===== src/rtl/inst_fifo.sv =====
// inst_fifo: show-ahead dual-push/dual-pop instruction queue feeding dual-issue decode.
module inst_fifo #(
  parameter int DEPTH = 16,
  parameter int DW = 32
) (
  input  logic          clk,
  input  logic          rst,
  input  logic          flush,
  input  logic          write_en1,
  input  logic          write_en2,
  input  logic [DW-1:0] write_inst1,
  input  logic [DW-1:0] write_inst2,
  input  logic [DW-1:0] write_pc1,
  input  logic [DW-1:0] write_pc2,
  input  logic          read_en1,
  input  logic          read_en2,
  output logic [DW-1:0] read_inst1,
  output logic [DW-1:0] read_pc1,
  output logic [DW-1:0] read_inst2,
  output logic [DW-1:0] read_pc2,
  output logic          empty,
  output logic          almost_empty,
  output logic          full
);
  localparam int AW = $clog2(DEPTH);
  localparam logic [AW:0] full_lvl = (AW+1)'(DEPTH - 1);
  logic [DW-1:0] inst_mem [DEPTH];
  logic [DW-1:0] pc_mem [DEPTH];
  logic [AW-1:0] head, tail, head1, tail1;
  logic [AW:0] count;
  logic [1:0] pops, pushes;
  assign head1 = head + AW'(1);
  assign tail1 = tail + AW'(1);
  assign empty = count == '0;
  assign almost_empty = count == (AW+1)'(1);
  assign full = count >= full_lvl;
  always_comb begin
    pops = (!read_en1 || empty) ? 2'd0 : (read_en2 && !almost_empty) ? 2'd2 : 2'd1;
    pushes = (full || !write_en1) ? 2'd0 : write_en2 ? 2'd2 : 2'd1;
    read_inst1 = empty ? '0 : inst_mem[head];
    read_pc1 = empty ? '0 : pc_mem[head];
    read_inst2 = (count < (AW+1)'(2)) ? '0 : inst_mem[head1];
    read_pc2 = (count < (AW+1)'(2)) ? '0 : pc_mem[head1];
  end
  always_ff @(posedge clk) begin
    if (rst || flush) begin
      head <= '0;
      tail <= '0;
      count <= '0;
    end else begin
      head <= head + AW'(pops);
      tail <= tail + AW'(pushes);
      count <= count - (AW+1)'(pops) + (AW+1)'(pushes);
    end
  end
  // storage is never cleared: invalid slots are masked to zero on the read side
  always_ff @(posedge clk) begin
    if (!rst && !flush && pushes != 2'd0) begin
      inst_mem[tail] <= write_inst1;
      pc_mem[tail] <= write_pc1;
      if (pushes == 2'd2) begin
        inst_mem[tail1] <= write_inst2;
        pc_mem[tail1] <= write_pc2;
      end
    end
  end
endmodule


===== config.mk =====
export PLATFORM = sky130hd
export DESIGN_NAME = inst_fifo
export DESIGN_NICKNAME = d
export VERILOG_FILES = /design/src/rtl/inst_fifo.sv
export SDC_FILE = /design/constraint.sdc
export NUM_CORES = 2
export LEC_CHECK = 0
export BUFFER_PORTS_ARGS = -buffer_cell sky130_fd_sc_hd__buf_4
export CAP_MARGIN = 20
export CORE_AREA = 8 8 459 461
export CTS_CLUSTER_DIAMETER = 80
export DETAILED_ROUTE_END_ITERATION = 16
export DIE_AREA = 0 0 467 469
export GPL_ROUTABILITY_DRIVEN = 0
export GPL_TIMING_DRIVEN = 1
export SKIP_LAST_GASP = 1
export SYNTH_ARGS = -nofsm -noshare
export SYNTH_HDL_FRONTEND = slang
export SYNTH_SLANG_ARGS = --single-unit

===== constraint.sdc =====
create_clock -name clk -period 15.74 [get_ports clk]
set_input_delay 3.148 -clock clk [delete_from_list [all_inputs] [get_ports clk]]
set_output_delay 3.148 -clock clk [all_outputs]
set_load 0.01 [all_outputs]

### Word level (Yosys, flattened, before mapping)

Memory sizes are Yosys's and may differ from the RTL's. A register that Yosys moved wholly into a read port is not among the register bits.
Index checks and enable logic that the tools add are counted.

| word-level totals | value |
|---|---|
| flip-flop bits (word level) | 13 |
| memory bits (writable) | 1024 |
| output and inout port bits | 131 |
| logic and storage cells | 43 |
| memories | 2 |

Memory list:

| name | depth | bits a word | rd ports | clocked after Yosys merged registers in | wr ports | line | text |
|---|---|---|---|---|---|---|---|
| inst_mem | 16 | 32 | 2 | 1 | 2 | 27 | `logic [DW-1:0] inst_mem [DEPTH];` |
| pc_mem | 16 | 32 | 2 | 1 | 2 | 28 | `logic [DW-1:0] pc_mem [DEPTH];` |

| cells by class | value |
|---|---|
| add/subtract/negate cells | 6 |
| order comparisons | 2 |
| equal/unequal tests | 2 |
| multiplexer cells | 15 |
| reduce and logical (&&, ||, !) cells | 13 |

Operators by type and width:

| kind | count |
|---|---|
| $mux 32 | 4 |
| $add 4x1->4 const B | 2 |
| $add 4x2->4 | 2 |
| $mux 2 | 4 |
| $mux 4 | 2 |
| $add 5x2->5 | 1 |
| $eq 5x1->1 const B | 1 |
| $ge 5x4->1 const B | 1 |
| $logic_not 1->1 | 5 |
| $logic_not 5->1 | 1 |
| $lt 5x2->1 const B | 1 |
| $mux 1 | 5 |
| $sub 5x2->5 | 1 |
| $logic_and 1x1->1 | 3 |
| $logic_or 1x1->1 | 3 |
| $eq 2x2->1 const B | 1 |
| $reduce_bool 2->1 | 1 |

### Logic depth before layout (Yosys ltp)

| depth | value |
|---|---|
| depth after elaboration | 7 |
| depth in mapped cells | 13 |

### Worst setup path before layout

Ideal clock, no wire load.

| path | value |
|---|---|
| path kind | input to register |
| start point | input port flush |
| end point | memory inst_mem[0][0] (enable) |
| arrival time | 8.618 ns |
| required time | 15.166 ns |
| slack | 6.548 ns |
| stages on the path | 3 |
| path buffers | 0 |
| path through | or4b_1 > or3_1 > o21ai_0 |

RTL lines:

| element | line | text |
|---|---|---|
| start: declaration | 8 | `input logic flush,` |
| end: declaration | 27 |  |

### Worst setup path in the final report

| path | value |
|---|---|
| start point | register head[0] |
| end point | output port read_pc2[11] |

| between the ends | value |
|---|---|
| cells in the longest elaborated chain, start to end | 3 |

RTL lines:

| element | line | text |
|---|---|---|
| start: declaration | 29 | `logic [AW-1:0] head, tail, head1, tail1;` |
| start signal: assignment | 51 | `head <= head + AW'(pops);` |
| $add 4x1->4 | 32 | `assign head1 = head + AW'(1);` |
| $mem_v2 16x32 | -- |  |
| $mux 32 | 43 | `read_pc2 = (count < (AW+1)'(2)) ? '0 : pc_mem[head1];` |
| end: declaration | 20 | `output logic [DW-1:0] read_pc2,` |

No other way between the ends.

==> results by group <==
Run status
  • Outcome: finished clean

Critical path
  • Max incr delay on CP: between 0.9 and 1 ns
  • Reg2Reg Launch Point: count[4]$_SDFF_PP0_
  • Most numerous cell on the critical path: buf_4
  • Crit path cell chain: buf_4, buf_4, buf_4, buf_4, mux4_2, mux2i_1, o22ai_1, buf_4
  • Kind of critical path: flip-flop to output pin
  • Worst setup SP type: flip-flop
  • Critical path capture point type: output pin
  • R2r worst-path depth: 8
  • Crit path buf inv count: 5
  • Max Fanout on Critical Path: 65
  • CP max stage cell: buf_4
  • Cell family with most CP delay: buffers and inverters
  • Worst endpoint data arrival time: about 6.3 ns
  • Register-to-Register Setup Slack: about 12 ns
  • Worst Path Required: 12.59 ns
  • Worst reg2reg path endpoint: inst_mem[3][14]$_DFFE_PP_

Synth
  • Synth Cell Area: 60,670 um2
  • Syn Nets: ~3,700
  • Yosys Warn Count: 0
  • Seq/Total Area, Yosys: about half
  • Cell variety after synth: 40
  • Syn_area_per_cell: roughly 17 um2
  • Flops & latches, synth: roughly 1,000
  • Post-synthesis cell count: ~3,500

Timing
  • Unrepaired setup endpoints after global routing: no
  • Total Neg Setup Slack: 0 ns
  • F_max: between 0.1 and 0.15 GHz
  • Pins Over Slew Limit: 0
  • Fin crit period: between 9 and 10 ns
  • Final period util: about three fifths
  • Worst Tran Pin Value: 1.187 ns
  • Max-Slew Margin vs Limit: a little over a fifth
  • Final setup fails: 0
  • Final Hold Vio Count: 0
  • Clk_skew: about 0.035 ns

Final layout
  • Register Area: between 30,000 and 40,000 um2
  • Finished Core Util: 33.79%
  • Share of cells above drive strength 1: approximately three fifths
  • Area delta synth->final: 13.26%
  • Multi-input gate area: between 20,000 and 30,000 um2
  • Fin nets: roughly 3,700
  • Fill count: around 19,000

Placement
  • Post-DP HPWL: around 110,000 um
  • Port Buffer Count: 265

Min path
  • Min-delay src: tail[3]$_SDFF_PP0_
  • WHS Path Cells: 2
  • Worst Hold Class: flip-flop to flip-flop
  • Hold path endpoint: tail[3]$_SDFF_PP0_

Die
  • I/O Pins: 266
  • Overall die height: 469 um
  • Cell Rows: 166
  • Initial Util: 29.84%
  • Total die area: 219,000 um2
  • Die width: approximately 470 um
  • Core area: 203,300 um2

Routing
  • Drt total wl: about 210,000 um
  • Routed Antenna Nets: 0
  • Initial DRC count: around 3,600
  • Routed via count: 36,120
  • DRC viols: 0
  • WL/cell: 32.76 um
  • TritonRoute pass-1 iters: 5
  • Via/cell ratio: 5.674

GRT
  • Grt ovf: 0
  • Largest net degree at the start of global routing: approximately 120
  • Initial antenna violation count: 39
  • Vias in the first global route: approximately 37,000
  • First-pass GRT wire length: between 200,000 and 300,000 um
  • Overall Global Routing Usage: roughly 18%

CTS
  • Total setup buffers inserted after CTS: 0
  • CTS Sinks: approximately 1,000
  • H-tree depth: 3
  • CTS root buf: clkbuf_16
  • Clock Pin Slew Worst Setup and Hold Paths: ~0.06 ns
  • Clock Latency Late Sink: approximately 0.75 ns
  • CTS Buffer Depth: 3
  • TritonCTS clock tree: yes
  • Hold Buf Count CTS: 0
  • Post-cts resize count: 0
  • TritonCTS Buffers: about 120

Power and ir drop
  • Leakage: roughly 21 nW
  • Pwr per Cell Area: ~120 nW/um2
  • Maximum vdd drop: around 0.00027 V
  • Post-route total power: 7.911 mW

Flow run
  • MaxCap Viol Count: 0
[Yosys cell counts (all sizes together)]
cell / instances / area (um2)
nand4: 1 / 6.260
ha: 12 / 150.1
o22ai: 64 / 400.4
buf: 244 / 1371
dfxtp: 13 / 260.3
edfxtp: 1024 / 30750
a211o: 1 / 8.760
nand3: 6 / 30.03
o21ai: 18 / 90.09
nor2: 19 / 73.82
or2: 3 / 18.77
and3b: 1 / 8.760
mux2i: 129 / 1291
a22o: 64 / 560.5
mux2: 1152 / 12970
nand4bb: 1 / 11.26
xnor2: 2 / 17.52
or3: 5 / 31.28
clkbuf: 165 / 619.3
xor2: 6 / 52.55
or4b: 1 / 10.01
a21oi: 7 / 35.03
mux4: 512 / 11530
a22oi: 1 / 7.510
inv: 19 / 71.32
or3b: 1 / 8.760
a2111oi: 1 / 15.01
fa: 4 / 80.08
nand2b: 8 / 50.05
a21o: 1 / 7.510
nand2: 17 / 63.81
and2: 3 / 18.77
nor2b: 2 / 12.51
a211oi: 3 / 32.53
[power by group]
part	switching [mW]	internal (mW)	leakage (nW)	total [mW]
combinational	1.28	0.895	10.3	2.18
clock	1.18	1.46	1.76	2.64
sequential	0.0239	3.07	9.32	3.09
total	2.49	5.42	21.4	7.91
[how the worst max path moves through the flow]
stage                             from                        to  slack (ns)  depth (start not counted)
floorplan                        flush  inst_mem[0][0]$_DFFE_PP_        6.55                          3
global placement    head[0]$_SDFF_PP0_              read_pc2[11]        6.95                          8
detailed placement  head[0]$_SDFF_PP0_              read_pc2[11]        6.88                          8
CTS                 head[0]$_SDFF_PP0_              read_pc2[11]        6.08                          8
global route        head[0]$_SDFF_PP0_              read_pc2[11]        5.76                          8
finish              head[0]$_SDFF_PP0_              read_pc2[11]        6.32                          8
[state kept, by name, summed over array words and instances, names as in the netlist]
signal / count
pc_mem: 512
head: 4
tail: 4
count: 5
inst_mem: 512
[cell families (layout without fill, tap and decap cells)]
group           after synthesis  count (layout)  synth area share, %
xor+xnor                      8               8               0.1155
simple gates                 68              68               0.5672
mux                        1793            1793                42.52
buf+inv                     428             575                3.399
other cells                   0              20                    0
fa+ha+maj                    16              16               0.3795
compound gates              160             160                1.908
flops                      1037            1037                51.11
[cell usage in the layout, fill, tap and decap left out, types with 3 or more instances in the layout]
cell	n
mux2_2	1107
edfxtp_1	1024
mux4_2	512
buf_4	343
mux2i_1	129
clkbuf_16	115
o22ai_1	64
a22o_1	64
mux2_1	45
clkinv_2	27
clkbuf_1	23
diode_2	20
inv_1	19
clkinv_1	17
nor2_1	16
o21ai_4	15
nand2_4	13
ha_1	11
dfxtp_1	10
bufinv_16	7
nand3_1	6
a21oi_1	6
clkinvlp_4	6
xor2_1	5
nand2b_1	5
inv_6	5
nand2_1	4
or3_1	4
fa_1	4
clkinv_4	4
o21ai_0	3
and2_1	3
nor2_4	3
or2_2	3
nand2b_4	3
dfxtp_4	3
[cell type report]
class                   instances  share of cell area, %
flip-flops and latches       1037                  45.14
multi-input cells            2045                  40.68
well taps                    2688                  4.894
clock buffers                 138                  4.314
repair buffers                347                  3.886
clock inverters                71                 0.9050
inverters                      19                 0.1038
diodes                         20                0.07283
[worst register-to-register path, stage by stage (launching register included)]
cell	delay, ns
dfxtp_1	0.43
inv_1	0.10
ha_1	0.19
a21o_1	0.26
a211oi_2	0.71
nand2_4	0.66
o21ai_4	0.24
buf_4	0.51
buf_4	0.74
[metal layers]
metal	vias to the layer above	wire [um]	track usage, %
li1	14680	-	-
met3	301	16050	4.184
met4	16	5156	5.282
met2	1549	99580	29.89
met1	19570	87670	24.71
met5	-	87	0
[metrics by stage]
stage / hold slack, ns / setup WS (ns) / area, um2 / instances
final: 0.4983 / 6.325 / 68710 / 6365
after floorplan: 0.4546 / 6.548 / 60670 / 3510
after global placement: 0.4744 / 6.947 / 65020 / 6134
after detailed placement: 0.4786 / 6.884 / 65020 / 6134
after global routing: 0.5275 / 5.763 / 68690 / 6357
after CTS: 0.4904 / 6.082 / 68610 / 6343
Note: power is estimated with default switching activity, not from simulation.
